===== config.mk =====
export PLATFORM = sky130hd
export DESIGN_NAME = mby_egr_mc_table_arb_flat
export DESIGN_NICKNAME = d
export VERILOG_FILES = /design/src/rtl/mby_egr_mc_table_arb_if.sv /design/src/rtl/mby_egr_mc_table_arb.sv /design/src/flat_wrapper.sv
export SDC_FILE = /design/constraint.sdc
export NUM_CORES = 1
export LEC_CHECK = 0
export CAP_MARGIN = 20
export CORE_ASPECT_RATIO = 0.6
export CORE_UTILIZATION = 55
export CTS_CLUSTER_SIZE = 30
export DETAILED_ROUTE_END_ITERATION = 12
export PLACE_DENSITY = 0.79
export SYNTH_ARGS = -nofsm -noshare
export SYNTH_HDL_FRONTEND = slang
export SYNTH_SLANG_ARGS = --single-unit

===== constraint.sdc =====
create_clock -name cclk -period 3 [get_ports cclk]
set_clock_uncertainty 0.1 [all_clocks]
set_input_delay 0.6 -clock cclk [delete_from_list [all_inputs] [get_ports cclk]]
set_output_delay 0.6 -clock cclk [all_outputs]
set_load 0.01 [all_outputs]

===== src/rtl/mby_egr_mc_table_arb_if.sv =====
// Egress requester <-> MC shared-table arbiter bundle.
// master = arbiter side (drives grants, responses and table request); slave = environment.
interface mby_egr_mc_table_arb_if #(
  parameter int N_REQ     = 4,
  parameter int MAX_OUTST = 8
);
  localparam int CW = $clog2(MAX_OUTST + 1);

  logic [N_REQ-1:0] cli_req;
  logic [N_REQ-1:0] cli_gnt;
  logic [N_REQ-1:0] cli_rsp;
  logic             tbl_req;
  logic             tbl_ack;
  logic             tbl_rsp;
  logic [CW-1:0]    outst_cnt;
  logic             err_unexp;
  logic             idle;

  modport master (
    input  cli_req, tbl_ack, tbl_rsp,
    output cli_gnt, cli_rsp, tbl_req, outst_cnt, err_unexp, idle
  );

  modport slave (
    output cli_req, tbl_ack, tbl_rsp,
    input  cli_gnt, cli_rsp, tbl_req, outst_cnt, err_unexp, idle
  );
endinterface


===== src/rtl/mby_egr_mc_table_arb.sv =====
// Round-robin share of the MC table request port; cli_req -> tbl_req in 1 cycle, one request per 2 cycles.
// tbl_req is held until tbl_ack; new issues stall while MAX_OUTST responses are outstanding.
module mby_egr_mc_table_arb #(
  parameter int N_REQ     = 4,
  parameter int MAX_OUTST = 8
) (
  input  logic                   cclk,
  input  logic                   rst_n,
  mby_egr_mc_table_arb_if.master bus
);
  localparam int IDW = (N_REQ > 1) ? $clog2(N_REQ) : 1;
  localparam int SW  = IDW + 1;
  localparam int AW  = $clog2(MAX_OUTST);
  localparam int PW  = AW + 1;
  localparam int CW  = $clog2(MAX_OUTST + 1);
  localparam logic [IDW-1:0] LAST_ID = IDW'(N_REQ - 1);

  typedef enum logic {ST_IDLE = 1'b0, ST_ISSUE = 1'b1} state_t;

  state_t           state_q, state_d;
  logic [IDW-1:0]   win_q, win_d;
  logic [IDW-1:0]   rr_q, rr_d;
  logic [IDW-1:0]   pick;
  logic             tbl_req_q, tbl_req_d;
  logic [N_REQ-1:0] cli_rsp_q, cli_rsp_d;
  logic [N_REQ-1:0] cli_gnt;
  logic             err_q, err_d;
  logic [CW-1:0]    cnt_q, cnt_d;
  logic [PW-1:0]    wptr_q, wptr_d;
  logic [PW-1:0]    rptr_q, rptr_d;
  logic [IDW-1:0]   fifo_q [MAX_OUTST];
  logic [IDW-1:0]   fifo_d [MAX_OUTST];
  logic             push, pop, full, empty;

  assign empty = (wptr_q == rptr_q);
  assign full  = (wptr_q[AW] != rptr_q[AW]) && (wptr_q[AW-1:0] == rptr_q[AW-1:0]);

  // Scan downward so the candidate closest to rr_q is assigned last and wins.
  always_comb begin : rr_pick
    logic [SW-1:0] idx;
    pick = rr_q;
    idx  = '0;
    for (int i = N_REQ - 1; i >= 0; i--) begin
      idx = {1'b0, rr_q} + SW'(i);
      if (idx >= SW'(N_REQ)) idx = idx - SW'(N_REQ);
      if (bus.cli_req[idx[IDW-1:0]]) pick = idx[IDW-1:0];
    end
  end

  always_comb begin
    state_d   = state_q;
    win_d     = win_q;
    rr_d      = rr_q;
    tbl_req_d = tbl_req_q;
    push      = 1'b0;
    cli_gnt   = '0;
    case (state_q)
      ST_IDLE: begin
        if ((|bus.cli_req) && !full) begin
          win_d     = pick;
          tbl_req_d = 1'b1;
          state_d   = ST_ISSUE;
        end
      end
      ST_ISSUE: begin
        if (bus.tbl_ack) begin
          push          = 1'b1;
          cli_gnt[win_q] = 1'b1;
          rr_d          = (win_q == LAST_ID) ? '0 : win_q + IDW'(1);
          tbl_req_d     = 1'b0;
          state_d       = ST_IDLE;
        end
      end
    endcase
  end

  // Pop reads the pre-push head, so push+pop in one cycle is safe even when full.
  always_comb begin
    fifo_d    = fifo_q;
    wptr_d    = wptr_q;
    rptr_d    = rptr_q;
    cli_rsp_d = '0;
    pop       = bus.tbl_rsp && !empty;
    err_d     = err_q | (bus.tbl_rsp & empty);
    if (push) begin
      fifo_d[wptr_q[AW-1:0]] = win_q;
      wptr_d = wptr_q + PW'(1);
    end
    if (pop) begin
      cli_rsp_d[fifo_q[rptr_q[AW-1:0]]] = 1'b1;
      rptr_d = rptr_q + PW'(1);
    end
    cnt_d = cnt_q + CW'(push) - CW'(pop);
  end

  always_ff @(posedge cclk or negedge rst_n) begin
    if (!rst_n) begin
      state_q   <= ST_IDLE;
      win_q     <= '0;
      rr_q      <= '0;
      tbl_req_q <= 1'b0;
      cli_rsp_q <= '0;
      err_q     <= 1'b0;
      cnt_q     <= '0;
      wptr_q    <= '0;
      rptr_q    <= '0;
    end else begin
      state_q   <= state_d;
      win_q     <= win_d;
      rr_q      <= rr_d;
      tbl_req_q <= tbl_req_d;
      cli_rsp_q <= cli_rsp_d;
      err_q     <= err_d;
      cnt_q     <= cnt_d;
      wptr_q    <= wptr_d;
      rptr_q    <= rptr_d;
    end
  end

  always_ff @(posedge cclk) begin
    fifo_q <= fifo_d;
  end

  assign bus.tbl_req   = tbl_req_q;
  assign bus.cli_gnt   = cli_gnt;
  assign bus.cli_rsp   = cli_rsp_q;
  assign bus.outst_cnt = cnt_q;
  assign bus.err_unexp = err_q;
  assign bus.idle      = ~(|bus.cli_req) && (state_q == ST_IDLE) && (cnt_q == '0);

`ifndef SYNTHESIS
  a_winner_held: assert property (@(posedge cclk) disable iff (!rst_n)
    (state_q == ST_ISSUE) |-> bus.cli_req[win_q]);
`endif
endmodule


===== src/flat_wrapper.sv =====
// flat-port wrapper written by rule: the top's interface ports become plain ports
module mby_egr_mc_table_arb_flat 
#(
  parameter int N_REQ     = 4,
  parameter int MAX_OUTST = 8
)
  (cclk, rst_n, bus_cli_req, bus_tbl_ack, bus_tbl_rsp, bus_cli_gnt, bus_cli_rsp, bus_tbl_req, bus_outst_cnt, bus_err_unexp, bus_idle);
  mby_egr_mc_table_arb_if #(.N_REQ(N_REQ), .MAX_OUTST(MAX_OUTST)) bus_i ();
  input  logic cclk;
  input  logic rst_n;
  input wire logic [$bits(bus_i.cli_req)-1:0] bus_cli_req;
  input wire logic [$bits(bus_i.tbl_ack)-1:0] bus_tbl_ack;
  input wire logic [$bits(bus_i.tbl_rsp)-1:0] bus_tbl_rsp;
  output wire logic [$bits(bus_i.cli_gnt)-1:0] bus_cli_gnt;
  output wire logic [$bits(bus_i.cli_rsp)-1:0] bus_cli_rsp;
  output wire logic [$bits(bus_i.tbl_req)-1:0] bus_tbl_req;
  output wire logic [$bits(bus_i.outst_cnt)-1:0] bus_outst_cnt;
  output wire logic [$bits(bus_i.err_unexp)-1:0] bus_err_unexp;
  output wire logic [$bits(bus_i.idle)-1:0] bus_idle;
  assign bus_i.cli_req = bus_cli_req;
  assign bus_i.tbl_ack = bus_tbl_ack;
  assign bus_i.tbl_rsp = bus_tbl_rsp;
  assign bus_cli_gnt = bus_i.cli_gnt;
  assign bus_cli_rsp = bus_i.cli_rsp;
  assign bus_tbl_req = bus_i.tbl_req;
  assign bus_outst_cnt = bus_i.outst_cnt;
  assign bus_err_unexp = bus_i.err_unexp;
  assign bus_idle = bus_i.idle;
  mby_egr_mc_table_arb #(.N_REQ(N_REQ), .MAX_OUTST(MAX_OUTST)) u_core (.cclk(cclk), .rst_n(rst_n), .bus(bus_i));
endmodule

Word-level counts from Yosys, hierarchy flattened
Index checks and enable logic that the tools add are counted.

word-level totals
  register bits after elaboration = 39
  output and inout bits = 15
  input bits = 8
  logic and storage cells = 109

cells by class
  magnitude comparators = 15
  equal/unequal tests = 6
  bitwise operators = 6
  $add $sub $neg = 12
  reduce and logical (&&, ||, !) cells = 15
  mux-type cells = 38

operators with widths
  cell                 count
  $mux 2               12
  $lt 2x3->1 const B   6
  $bwmux 16            1
  $mux 1               12
  $mux 4               3
  $ge 3x3->1 const B   3
  $add 4x1->4 const B  2
  $bmux 1 s2           4
  $ge 4x4->1 const B   2
  $logic_and 1x1->1    8
  $not 3->4            2
  $sub 2x1->2 const B  4
  $add 2x2->3 const B  2
  $bmux 2 s3           1
  $demux 2 s3          1
  $reduce_and 2->1     3
  $add 4x1->4          1
  $demux 1 s2          2
  $eq 4x4->1           1
  $ge 2x1->1 const B   2
  $logic_not 4->1      1
  $lt 4x1->1 const B   1
  $pmux 1 s2           2
  $reduce_or 4->1      1
  other kinds (13)     15

Longest topological paths before layout
Gate-level depths: netlist of run 1.

  depth in word-level cells = 9
  depth in mapped cells = 9

Worst setup path before layout of run 1
OpenSTA, ideal clock, no wires.

  path type = flip-flop to flip-flop
  start point = reg u_core.wptr_q[0]
  end point = reg u_core.cnt_q[2], in the netlist u_core.bus.outst_cnt[2]
  buffers on the path = 1
  library setup time = 0.123 ns
  slack = 0.550 ns
  arrival time = 2.228 ns
  stages on the path, launching flop included = 9
  period minus slack after synthesis = 2.450 ns
  cell sequence = dfrtp_1 > buf_6 > xor2_1 > o41a_1 > ha_1 > inv_1 > ha_1 > fa_1 > xor2_1

between the ends
  longest elaborated chain between the ends = 4

ends and longest elaborated chain
  what                    RTL line                     source
  start, declared         mby_egr_mc_table_arb.sv:29   logic [PW-1:0] wptr_q, wptr_d;
  start signal, assigned  mby_egr_mc_table_arb.sv:115  wptr_q <= wptr_d;
  $eq 4x4->1              mby_egr_mc_table_arb.sv:35   assign empty = (wptr_q == rptr_q);
  $logic_not 1->1         mby_egr_mc_table_arb.sv:83   pop = bus.tbl_rsp && !empty;
  $logic_and 1x1->1       mby_egr_mc_table_arb.sv:83
  net u_core.pop          mby_egr_mc_table_arb.sv:33   logic push, pop, full, empty;
  $sub 4x1->4             mby_egr_mc_table_arb.sv:93   cnt_d = cnt_q + CW'(push) - CW'(pop);
  net u_core.cnt_d[2]     mby_egr_mc_table_arb.sv:28   logic [CW-1:0] cnt_q, cnt_d;
  end signal, assigned    mby_egr_mc_table_arb.sv:114  cnt_q <= cnt_d;
  end, declared           mby_egr_mc_table_arb.sv:28

The timed path passes the listed nets, and every way through them passes these cells.
A chain may end at the register's enable or synchronous reset.

Worst setup path in the final report of run 1
  start point = in bus_cli_req[1]
  end point = out bus_idle

between the ends
  longest elaborated chain between the ends = 4

ends and longest elaborated chain
  what                            RTL line                     source
  start, declared                 flat_wrapper.sv:11           input wire logic [$bits(bus_i.cli_req)-1:0] bus_cli_req;
  $reduce_or 4->1                 mby_egr_mc_table_arb.sv:129  assign bus.idle = ~(|bus.cli_req) && (state_q == ST_IDLE) && (cnt_q == '0);
  $not 1->1                       mby_egr_mc_table_arb.sv:129
  $logic_and 1x1->1 (2 in a row)  mby_egr_mc_table_arb.sv:129
  end, declared                   flat_wrapper.sv:19           output wire logic [$bits(bus_i.idle)-1:0] bus_idle;

No other way between the ends.

==> results of run 1 <==
[report_power, final]
group,internal (uW),switching [uW]
combinational,546,484
clock,332,185
sequential,780,218
[cells by family after synthesis]
family	share of synthesized area [%]
muxes	9.37
AOI/OAI and AO/OA	5.94
and+or+nand+nor	9.64
buffers and inverters	5.48
xor gates and xnor gates	5.54
adders and majority gates	8.32
DFF	55.7
[layout make-up]
class | count | area, um^2
Clock inverter | 3 | 67.6
Tap cell | 45 | 56.3
Clock buffer | 5 | 68.8
Timing Repair Buffer | 28 | 265
Sequential cell | 39 | 1060
Inverter | 16 | 60.1
Fill cell | 231 | 953
Multi-Input combinational cell | 89 | 736
[cell usage in the layout (no fill, tap or decap), types with 3 or more instances in the layout]
cell	n
nor3_1	7
buf_4	6
xnor2_1	4
nand2_1	8
clkbuf_8	5
and3_1	4
nor2_1	11
clkdlybuf4s50_1	22
ha_1	11
inv_1	16
mux4_2	4
o22ai_1	3
edfxtp_1	16
dfrtp_1	23
xor2_1	8
o21ai_0	4
mux2_4	3
[final timing paths]
kind / startpoint / end / slack [ns] / cells after the start
worst max-delay path: bus_cli_req[1] / bus_idle / 0.10 / 4
worst min-delay path: u_core.bus.tbl_req$_DFFE_PN0P_ / u_core.bus.tbl_req$_DFFE_PN0P_ / 0.39 / 2
worst max register to register: u_core.rptr_q[2]$_DFFE_PN0P_ / u_core.bus.outst_cnt[2]$_DFF_PN0_ / 0.56 / 7
worst min register to register: u_core.bus.tbl_req$_DFFE_PN0P_ / u_core.bus.tbl_req$_DFFE_PN0P_ / 0.39 / 2
max in group asynchronous: rst_n / u_core.bus.cli_rsp[2]$_DFF_PN0_ / 2.02 / 2
min in group asynchronous: rst_n / u_core.state_q$_DFF_PN0_ / 0.55 / 2
[per-layer routing]
layer	vias up	share of wire [%]
li1	585	-
met4	0	1.1
met3	4	7.6
met1	583	48
met2	44	43
met5	-	0
[worst max-delay path, stage by stage]
cell             delay [ns]
clkdlybuf4s50_1        0.44
nor4_1                 0.38
and4_1                 0.24
clkdlybuf4s50_1        0.53
[registers in the layout (all words and copies together) (netlist names)]
signal,cells
u_core.bus.tbl_req,1
u_core.wptr_q,4
u_core.rr_q,2
u_core.win_q,2
u_core.fifo_q,16
u_core.state_q,1
u_core.bus.outst_cnt,4
u_core.rptr_q,4
u_core.bus.err_unexp,1
u_core.bus.cli_rsp,4
[per-stage QoR]
step | setup slack, ns | total power [uW]
global route | 0.0165 | 2720
floorplan | 0.550 | 1680
CTS | 0.106 | 2560
finish | 0.103 | 2550
global placement | 0.115 | 1980
detailed placement | 0.105 | 2040
==> flow_summary.yaml, run 1 <==
clock_network:
  clock_latency_ns: 0.29
  cts_sinks: 39
  numCtsBuffers: 5
  cts_root_buffer: "clkbuf_8"
  holdBufCountCts: 0
  cts_resized: 0
  post-cts-setup-buffer-count: 0
  clk_pin_slew_worst_paths_ns: 0.07
  tritoncts: "built"
  clk_path_buf_depth: 2
  htreeDepth: 2
placement:
  port_buffers: 22
  dpl_cell_area_um2: 2170
  dpl.hpwl_um: 2570
  placed_cells_incl_taps: 217
  finalWeightedCongestion: 0.828
critical_path:
  crit_arrival_ns: 2.20
  crit_required_ns: 2.30
  worstSetupPathType: "in2out"
  cp-start-kind: "input pin"
  critPathMaxFanout: 3
  cp-end-kind: "output pin"
floorplan:
  core-area_um2: 3260
  start_util_pct: 58.1
  io_pins: 23
  die-area_um2: 3690
  die_y_um: 47.5
  rows: 16
  die_w_um: 77.8
global_routing:
  globalRoute.busiestLayer: "met2"
  met1_usage_pct: 29.9
  antenna_found_initial: 0
  grt_max_degree: 24
  grt_util_met3_pct: 8.00
  grt_pass1_vias: 1157
  grt.overflow.total: 0
  grt_pass1_wl_um: 5640
  met2_usage_pct: 33.5
  grt_usage_pct: 22.1
synthesis:
  synth-edff-count: 16
  synthFlopType: "dfrtp_1"
  syn_inst: 150
  synth_top_cell_by_area: "dfrtp_1"
  synth.avg_cell_area_um2: 12.6
  synthTopCellsByArea: "dfrtp_1 30%, edfxtp_1 25%, ha_1 7.3%"
  synthesis.area_um2: 1900
  ys_types: 34
  ys.warnings.count: 0
  ys_seq_area_share_pct: 55.7
  synth-seq-cells: 39
  async_flop_share_pct: 59.0
  synth_commonest_cells: "23 x dfrtp_1, 16 x edfxtp_1, 16 x inv_1"
  syn_nets: 170
  synth_top_area_share_pct: 30.4
  yosysMostFrequentCell: "dfrtp_1"
final_layout:
  area_growth_pct: 21.8
  final_cells: 225
  fin_nets: 199
  drive_gt1_share_pct: 13.3
  fin_area_um2: 2310
  finish.utilization_pct: 70.8
  antenna_cells: 0
timing:
  maxSlewViolCount: 0
  slew_headroom_pct: 65.7
  grt_setup_unrepaired: "false"
  holdWs_ns: 0.387
  setup_viol: 0
  fin_setup_tns_ns: 0
  finalHoldViolCount: 0
  period_minus_slack_ns: 2.90
  worst_pin_slew_ns: 0.509
  fmax_ghz: 0.345
  finalCritPeriodShare_pct: 96.6
pwr:
  ir_drop_mv: 0.542
  p_per_area_nw_per_um2: 1100
  p_leak_uw: 0.00100
routing:
  drt-pass1-iter-count: 4
  vias: 1216
  route.detailed.drc: 0
  wl_per_cell_um: 15.3
  wirelength_um: 3450
  ant_nets: 0
  vias_per_cell: 5.40
  drt-initial-drc-count: 78
job:
  maxCapViolations: 0
run_status:
  status: "finished, final reports clean"
worst_hold_path:
  min_path_type: "reg2reg"
No activity file was read; power rests on OpenSTA's default activity.
==> run 2, diff against run 1 <==
Settings changed: CELL_PAD_IN_SITES_DETAIL_PLACEMENT set to 0, CELL_PAD_IN_SITES_GLOBAL_PLACEMENT set to 1, CORE_UTILIZATION 55 to 48, PLACE_DENSITY 0.79 to not set, PLACE_DENSITY_LB_ADDON set to 0.1, SETUP_SLACK_MARGIN set to 0.2.
Clock period 3 ns to 3.63 ns, I/O delays scaled along.
==> run 2 against run 1 <==
  * Non-clock buffer count is 5 lower
  * Final cell count decreased by 1.3%
  * Largest power group is now registers
  * Combinational power down 20%
  * Power fell by 23%
  * Flip-flop and latch count unchanged
  * Clock power shrank 43%
  * Utilization decreased by 10 points
  * Sequential share of layout area grew 1.2 points
  * Worst setup slack gained 0.27 ns
  * Critical path type unchanged
  * Worst hold slack better by 0.0095 ns
  * Die area rose by 14%
==> flow_summary.yaml, run 2 (synthesis gave the netlist of run 1 again) <==
final_layout:
  largest_register_ffs: 16
  antenna_cells: 0
  fillers: 291
  top_register: "u_core.fifo_q"
  final_cell_mix: "23 x dfrtp_1, 22 x clkdlybuf4s50_1, 16 x inv_1, 16 x edfxtp_1"
  area_growth_pct: 18.8
  fin_nets: 194
  final_common_cell: "dfrtp_1"
  drive_gt1_share_pct: 10.3
critical_path:
  cp-startpoint: "bus_cli_req[3]"
  worstSetupPathType: "in2out"
  crit_chain: "clkdlybuf4s50_1 > nor4_1 > and4_1 > clkdlybuf4s50_1"
  r2r_start: "u_core.rptr_q[0]$_DFFE_PN0P_"
  crit_required_ns: 2.80
  max_stage_delay_ns: 0.53
  crit_arrival_ns: 2.43
  worst_path_max_delay_cell: "clkdlybuf4s50_1"
  critPathMaxFanout: 7
  cpMostUsedCell: "clkdlybuf4s50_1"
  cp-end-kind: "output pin"
  cp-start-kind: "input pin"
timing:
  fin_setup_tns_ns: 0
  grt_setup_unrepaired: "false"
  worst_pin_slew_ns: 0.458
  finalCritPeriodShare_pct: 89.8
  finalHoldViolCount: 0
  setup_viol: 0
  maxSlewViolCount: 0
  slew_headroom_pct: 69.2
  period_minus_slack_ns: 3.26
  fmax_ghz: 0.307
  holdWs_ns: 0.396
clock_network:
  holdBufCountCts: 0
  cts_root_buffer: "clkbuf_8"
  tritoncts: "built"
  cts_resized: 0
  clk_pin_slew_worst_paths_ns: 0.07
  cts_sinks: 39
  post-cts-setup-buffer-count: 0
  clk_path_buf_depth: 2
  clock_latency_ns: 0.28
  numCtsBuffers: 5
  htreeDepth: 2
pwr:
  p_per_area_nw_per_um2: 874
  p_leak_uw: 0.000966
  finalPower_uw: 1970
  ir_drop_mv: 0.434
floorplan:
  start_util_pct: 50.9
  rows: 17
  die_y_um: 50.7
  core-area_um2: 3720
  io_pins: 23
  die-area_um2: 4210
  die_w_um: 83.1
routing:
  wl_per_cell_um: 16.8
  drt-initial-drc-count: 157
  ant_nets: 0
  route.detailed.drc: 0
  wirelength_um: 3740
  vias_per_cell: 5.36
  drt-pass1-iter-count: 4
  vias: 1191
global_routing:
  grt_usage_pct: 19.8
  grt_pass1_vias: 1120
  grt.overflow.total: 0
  grt_max_degree: 24
  grt_pass1_wl_um: 6080
  antenna_found_initial: 0
worst_hold_path:
  hp-start: "u_core.bus.tbl_req$_DFFE_PN0P_"
  min_path_type: "reg2reg"
placement:
  finalWeightedCongestion: 0.844
  dpl.hpwl_um: 2780
  port_buffers: 22
run_status:
  status: "finished, final reports clean"
job:
  maxCapViolations: 0
run 2: cell count changes in the layout (fill, tap and decap cells not counted):
cell and delta:
buf_16 +1, bufinv_16 -2, buf_4 -6, clkinv_1 +1, clkbuf_8 +1
run 2: critical path, delay by kind of cell:
| kind | cells | cell delay, ns |
|---|---|---|
| buffers and inverters | 2 | 1.05 |
| AND/OR/NAND/NOR | 2 | 0.65 |
run 2: power by group:
part | switching, uW | internal [uW] | total, uW | leakage (uW)
clock network | 143 | 151 | 294 | 0.0000449
logic | 388 | 432 | 820 | 0.000501
registers | 209 | 644 | 853 | 0.000420
total | 740 | 1230 | 1970 | 0.000966
run 2: final timing paths:
check / to / slack (ns) / depth (start not counted)
setup / recovery: bus_idle / 0.37 / 4
hold / removal: u_core.bus.tbl_req$_DFFE_PN0P_ / 0.40 / 2
setup reg to reg: u_core.bus.outst_cnt[2]$_DFF_PN0_ / 0.85 / 7
hold reg to reg: u_core.bus.tbl_req$_DFFE_PN0P_ / 0.40 / 2
max in group asynchronous: u_core.bus.outst_cnt[3]$_DFF_PN0_ / 2.41 / 2
min in group asynchronous: u_core.bus.tbl_req$_DFFE_PN0P_ / 0.61 / 1
run 2: layout make-up:
class	count	area (um^2)	share of cell area [%]
repair buffers	23	248	11.0
clock buffers	6	82.6	3.67
well taps	47	58.8	2.61
clock inverters	2	11.3	0.500
flip-flops and latches	39	1060	46.9
inverters	16	60.1	2.67
multi-input cells	89	736	32.7
run 2: per-layer routing:
layer / vias to the layer above / GRT usage [%] / part of all wire (%)
li1: 574 / - / -
met1: 582 / 29.5 / 52
met2: 31 / 28.6 / 44
met3: 4 / 4.93 / 3.8
met4: 0 / 6.03 / 0.83
met5: - / 0 / 0
run 2: metrics by stage:
stage	instance area, um^2	std cells	setup WS (ns)	utilization [%]
final	2250	222	0.372	60.5
after global routing	2250	222	0.201	60.5
after CTS	2220	221	0.387	59.8
after detailed placement	2130	213	0.381	57.2
after global placement	2130	213	0.450	57.2
after floorplan	1900	150	1.18	-
==> edit 1, RTL diff (settings of run 1) <==
`N_REQ` is set to 4 in 3 places; all go to 8.
--- a/src/rtl/mby_egr_mc_table_arb_if.sv
+++ b/src/rtl/mby_egr_mc_table_arb_if.sv
@@ -1,7 +1,7 @@
 // Egress requester <-> MC shared-table arbiter bundle.
 // master = arbiter side (drives grants, responses and table request); slave = environment.
 interface mby_egr_mc_table_arb_if #(
-  parameter int N_REQ     = 4,
+  parameter int N_REQ     = 8,
   parameter int MAX_OUTST = 8
 );
   localparam int CW = $clog2(MAX_OUTST + 1);
--- a/src/rtl/mby_egr_mc_table_arb.sv
+++ b/src/rtl/mby_egr_mc_table_arb.sv
@@ -1,7 +1,7 @@
 // Round-robin share of the MC table request port; cli_req -> tbl_req in 1 cycle, one request per 2 cycles.
 // tbl_req is held until tbl_ack; new issues stall while MAX_OUTST responses are outstanding.
 module mby_egr_mc_table_arb #(
-  parameter int N_REQ     = 4,
+  parameter int N_REQ     = 8,
   parameter int MAX_OUTST = 8
 ) (
   input  logic                   cclk,
--- a/src/flat_wrapper.sv
+++ b/src/flat_wrapper.sv
@@ -1,7 +1,7 @@
 // flat-port wrapper written by rule: the top's interface ports become plain ports
 module mby_egr_mc_table_arb_flat 
 #(
-  parameter int N_REQ     = 4,
+  parameter int N_REQ     = 8,
   parameter int MAX_OUTST = 8
 )
   (cclk, rst_n, bus_cli_req, bus_tbl_ack, bus_tbl_rsp, bus_cli_gnt, bus_cli_rsp, bus_tbl_req, bus_outst_cnt, bus_err_unexp, bus_idle);
Ports: changed (resized bus_cli_gnt, bus_cli_req and bus_cli_rsp); port bits go from 23 to 35. The function was not compared with the original's and may differ.
==> edit 1 against run 1 <==
Sequential cell count up 14. Synthesized area up 75%. Register-to-register slack worse by 350 ps. Worst setup slack worse by 34 ps. Routed wire length up 120%. Design area up 73%. Total power up 78%. Critical path depth up 1. Critical endpoint unchanged. Largest power group unchanged.
==> edit 1: results (changes against run 1) <==
The tools report the sequential fraction of the synthesis area as 43.7% (was 55.7%). The run finished with clean final reports. The post-placement cell count is 409 (was 217). Latest clock arrival within the worst-skew pair: 310 ps (was 290 ps). The maximum number of pins on one net before global-route repair is 30 (was 24), and the highest fanout seen on the critical path is 2 (was 3). The final layout net count is 360 (was 199). The number of enable flip-flop cells after synthesis was 24 (was 16). The reg-to-reg endpoint was u_core.win_q[1] (was u_core.bus.outst_cnt[2]).

The delay of the slowest critical-path stage was 560 ps (was 530 ps); the clock-pin transition on the worst setup and hold timing paths was 90 ps (was 70 ps). The fraction of layout cells with a size suffix above 1 came out at 22.8% (was 13.3%). Worst setup path endpoint: bus_idle (unchanged). Initial detailed-routing violation count: 217 (was 78).

The per-cell routed wire length is 18.1 um (was 15.3 um). The largest voltage drop on the vdd net was 0.550 mV (was 0.542 mV). The dominant delay contributor by cell family on the critical path is simple AND/OR/NAND/NOR gates (was buffers and inverters). For the number of filler instances in the final layout, the log shows 413 (was 231).

The number of buffers inserted by port buffering is 34 (was 22), and the first-pass GRT wire length is 12300 um (was 5640 um). The number of cells traversed by the worst register-to-register path was 8 (was 7). The final RePlAce weighted congestion came out at 0.933 (was 0.828). Source of the worst register-to-register timing path: u_core.rr_q[0] (was u_core.rptr_q[2]). For the number of instances in the synthesized netlist, the log shows 281 (was 150).

The number of distinct standard cells referenced by the synthesized netlist is 51 (was 34). The arrival time at the worst endpoint was 2230 ps (was 2200 ps). The half-perimeter wire length of the detailed placement result is 5840 um (was 2570 um).

The transition time of the tightest slew-check pin was 666 ps (was 509 ps); the async set-or-reset flop fraction in the synthesized netlist was 54.7% (was 59.0%). The beginning of the critical path was bus_cli_req[5] (was bus_cli_req[1]). The logs give 2507 (was 1216) for the number of vias in the routed layout and 0.00158 uW (was 0.00100 uW) for the leakage power of the design. The total wire length is 7560 um (was 3450 um). The number of flip-flops under the largest register name was 24 (was 16). The worst setup slack for register-to-register paths came out at 210 ps (was 560 ps). Library cell contributing the largest single delay on the critical path: or4_1 (was clkdlybuf4s50_1). The number of nets in the synthesized netlist was 305 (was 170). Synth cell count leaders: 29 x dfrtp_1, 26 x nand2_1, 25 x nor2_1 (was 23 x dfrtp_1, 16 x edfxtp_1, 16 x inv_1).

The run gives 1900 uW (was 888 uW) as the power spent charging and discharging nets.
[edit 1: changes by cell type after synthesis, sizes merged, moves of 7 or more]
cell | before | now
clkbuf | 1 | 8
mux2 | 5 | 17
a21oi | 2 | 9
mux4 | 4 | 22
edfxtp | 16 | 24
nand2 | 8 | 26
nand2b | 2 | 10
nor2 | 11 | 25
[edit 1: what timing repair did]
item / in CTS / in global routing
gates resized for setup: 2 / 0
endpoints found under the hold margin: 0 / 0
setup endpoints to repair: 1 / 0
[edit 1: stage by stage]
| step | instance area, sq um | setup slack, ps | TNS (ps) | util (%) |
|---|---|---|---|---|
| global route | 4000 | 7.29 | 0 | 70.4 |
| floorplan | 3330 | 26.9 | 0 | - |
| finish | 4000 | 69.2 | 0 | 70.4 |
| detailed placement | 3910 | -213 | -476 | 68.8 |
| CTS | 4000 | 77.2 | 0 | 70.4 |
| global placement | 3910 | -188 | -267 | 68.8 |
[edit 1: cells by family (layout without fill, tap and decap cells)]
family / after synthesis / in the layout / synth area share, %
AND/OR/NAND/NOR: 86 / 86 / 12.1
flip-flops: 53 / 53 / 43.7
AO/OA/AOI/OAI: 37 / 37 / 8.01
adder cells (fa/ha/maj): 12 / 12 / 4.76
buffers and inverters: 32 / 88 / 4.31
XOR/XNOR: 15 / 15 / 3.97
multiplexers: 46 / 46 / 23.2
[edit 1: area by class of cell]
class,count,area (sq um),share of cell area [%]
sequential,53,1450,36.2
timing repair buffer,64,564,14.1
multi-input combinational,196,1740,43.5
tap,80,100,2.51
clock inverter,2,15.0,0.376
clock buffer,6,72.6,1.82
inverter,16,60.1,1.50
[edit 1: power groups by stage]
stage	registers [uW]	clock network [uW]	logic, uW
after floorplan	1230	0	2030
after global placement	1280	0	2750
after detailed placement	1300	0	2830
after CTS	1280	406	2840
after global routing	1310	430	3150
final	1280	401	2860
[edit 1: layer usage]
metal | part of all wire, % | vias to the layer above | track usage, % | routed length [um]
met1 | 48 | 1241 | 40.3 | 3620
met2 | 42 | 107 | 38.8 | 3180
met4 | 0.90 | 0 | 7.55 | 68
met3 | 9.2 | 9 | 6.04 | 696
met5 | 0 | - | 0 | 0
li1 | - | 1150 | - | -
[edit 1: how the worst min path moves through the flow]
stage	startpoint	to	slack (ps)	cells after the start
global placement	u_core.bus.err_unexp	u_core.bus.err_unexp	370	1
CTS	u_core.wptr_q[3]	u_core.wptr_q[3]	390	1
detailed placement	u_core.bus.err_unexp	u_core.bus.err_unexp	370	1
finish	u_core.wptr_q[3]	u_core.wptr_q[3]	390	1
floorplan	rst_n	u_core.bus.cli_rsp[0]	200	0
global route	u_core.wptr_q[3]	u_core.wptr_q[3]	420	1
==> edit 2, RTL diff (settings of run 1) <==
Made on the original files. Reset style: synchronous (`rst_n`), changed in one clocked block.
--- a/src/rtl/mby_egr_mc_table_arb.sv
+++ b/src/rtl/mby_egr_mc_table_arb.sv
@@ -93,7 +93,7 @@
     cnt_d = cnt_q + CW'(push) - CW'(pop);
   end
 
-  always_ff @(posedge cclk or negedge rst_n) begin
+  always_ff @(posedge cclk) begin
     if (!rst_n) begin
       state_q   <= ST_IDLE;
       win_q     <= '0;
Behaviour: differs if rst_n is asserted again (counterexample within 4 cycles, from zero or initial values and one cycle with rst_n low); with rst_n held inactive, the same outputs for 10 cycles.
==> edit 2 against run 1 <==
Worst setup slack improved by 120 ps. Sequential cell count unchanged. Worst hold slack improved by 26 ps. Design area decreased by 2.6%. Routed wire length increased by 9.4%. Synthesized area decreased by 1.8%.
Power is not compared: it rests on default switching activity, and its combinational part moved more than twofold at a synthesized area within 25%.
==> edit 2: results (changes against run 1) <==
The sequential cell count was 39 (unchanged); the clock-cell share of area was 3.73% (was 5.90%). The final RePlAce weighted congestion came out at 0.866 (was 0.828). The tools report the reg-to-reg endpoint as u_core.bus.outst_cnt[1] (was u_core.bus.outst_cnt[2]). The worst-case setup slack after placement is -83.1 ps (was 105 ps).

Via count of the first global-routing pass: 1260 (was 1157). The library cell contributing the largest single delay on the critical path was or4_1 (was clkdlybuf4s50_1). After layout, the design draws a total of 1260 uW. The total met3 wirelength after detailed routing is 217 um (was 262 um), and the fraction of standard cell area that is sequential is 41.8% (was 45.7%).

The post-placement cell count is 240 (was 217). The final instance count without filler cells was 248 (was 225). Origin of the worst min-delay path: u_core.bus.err_unexp (was u_core.bus.tbl_req).

The area share of fa/ha/maj cells after synthesis is 7.80% (was 8.32%), and the fraction of layout cells with a size suffix above 1 is 12.6% (was 13.3%). The met2 capacity usage during global routing was 36.1% (was 33.5%); the number of search-and-repair iterations in the first detailed-routing pass was 5 (was 4). The tools report the wire length on met2 as 1650 um (was 1490 um).

The run finished with clean final reports. The number of filler instances in the final layout was 211 (was 231); the normalized max-slew margin was 69.8% (was 65.7%). The total wire length was 3770 um (was 3450 um). The source of the worst register-to-register timing path is u_core.wptr_q[1] (was u_core.rptr_q[2]).

The dominant delay contributor by cell family on the critical path was simple AND/OR/NAND/NOR gates (was buffers and inverters). The compound-cell area share of the yosys netlist came out at 7.39% (was 5.94%). The global routing usage on met3 was 6.21% (was 8.00%); the highest fanout seen on the critical path was 2 (was 3). The detailed-routing wirelength on met1 was 1850 um (was 1660 um).

The number of nets in the synthesized netlist is 193 (was 170).
## edit 2: cell types whose count changed after synthesis, sizes merged, moves of 5 or more
cell / change
mux2: -5
dfrtp: -23
inv: -5
nand2: +5
nor2: +7
a21oi: +8
dfxtp: +23
## edit 2: how the worst max path moves through the flow
stage,start,endpoint,slack [ps],depth (start not counted)
6_report,bus_cli_req[1],bus_idle,230,4
5_1_grt,bus_cli_req[1],bus_idle,140,4
4_1_cts,bus_cli_req[1],bus_idle,210,4
3_5_place_dp,bus_cli_req[1],bus_idle,-80,4
3_3_place_gp,bus_cli_req[1],bus_idle,-60,4
2_1_floorplan,u_core.rptr_q[1],u_core.bus.outst_cnt[2],530,10
## edit 2: through the flow
step | utilization [%] | hold slack [ps] | instance area [sq um]
floorplan | - | 381 | 1860
global placement | 71.3 | 358 | 2170
detailed placement | 71.3 | 388 | 2170
CTS | 74.0 | 410 | 2250
global route | 74.0 | 465 | 2250
finish | 74.0 | 413 | 2250
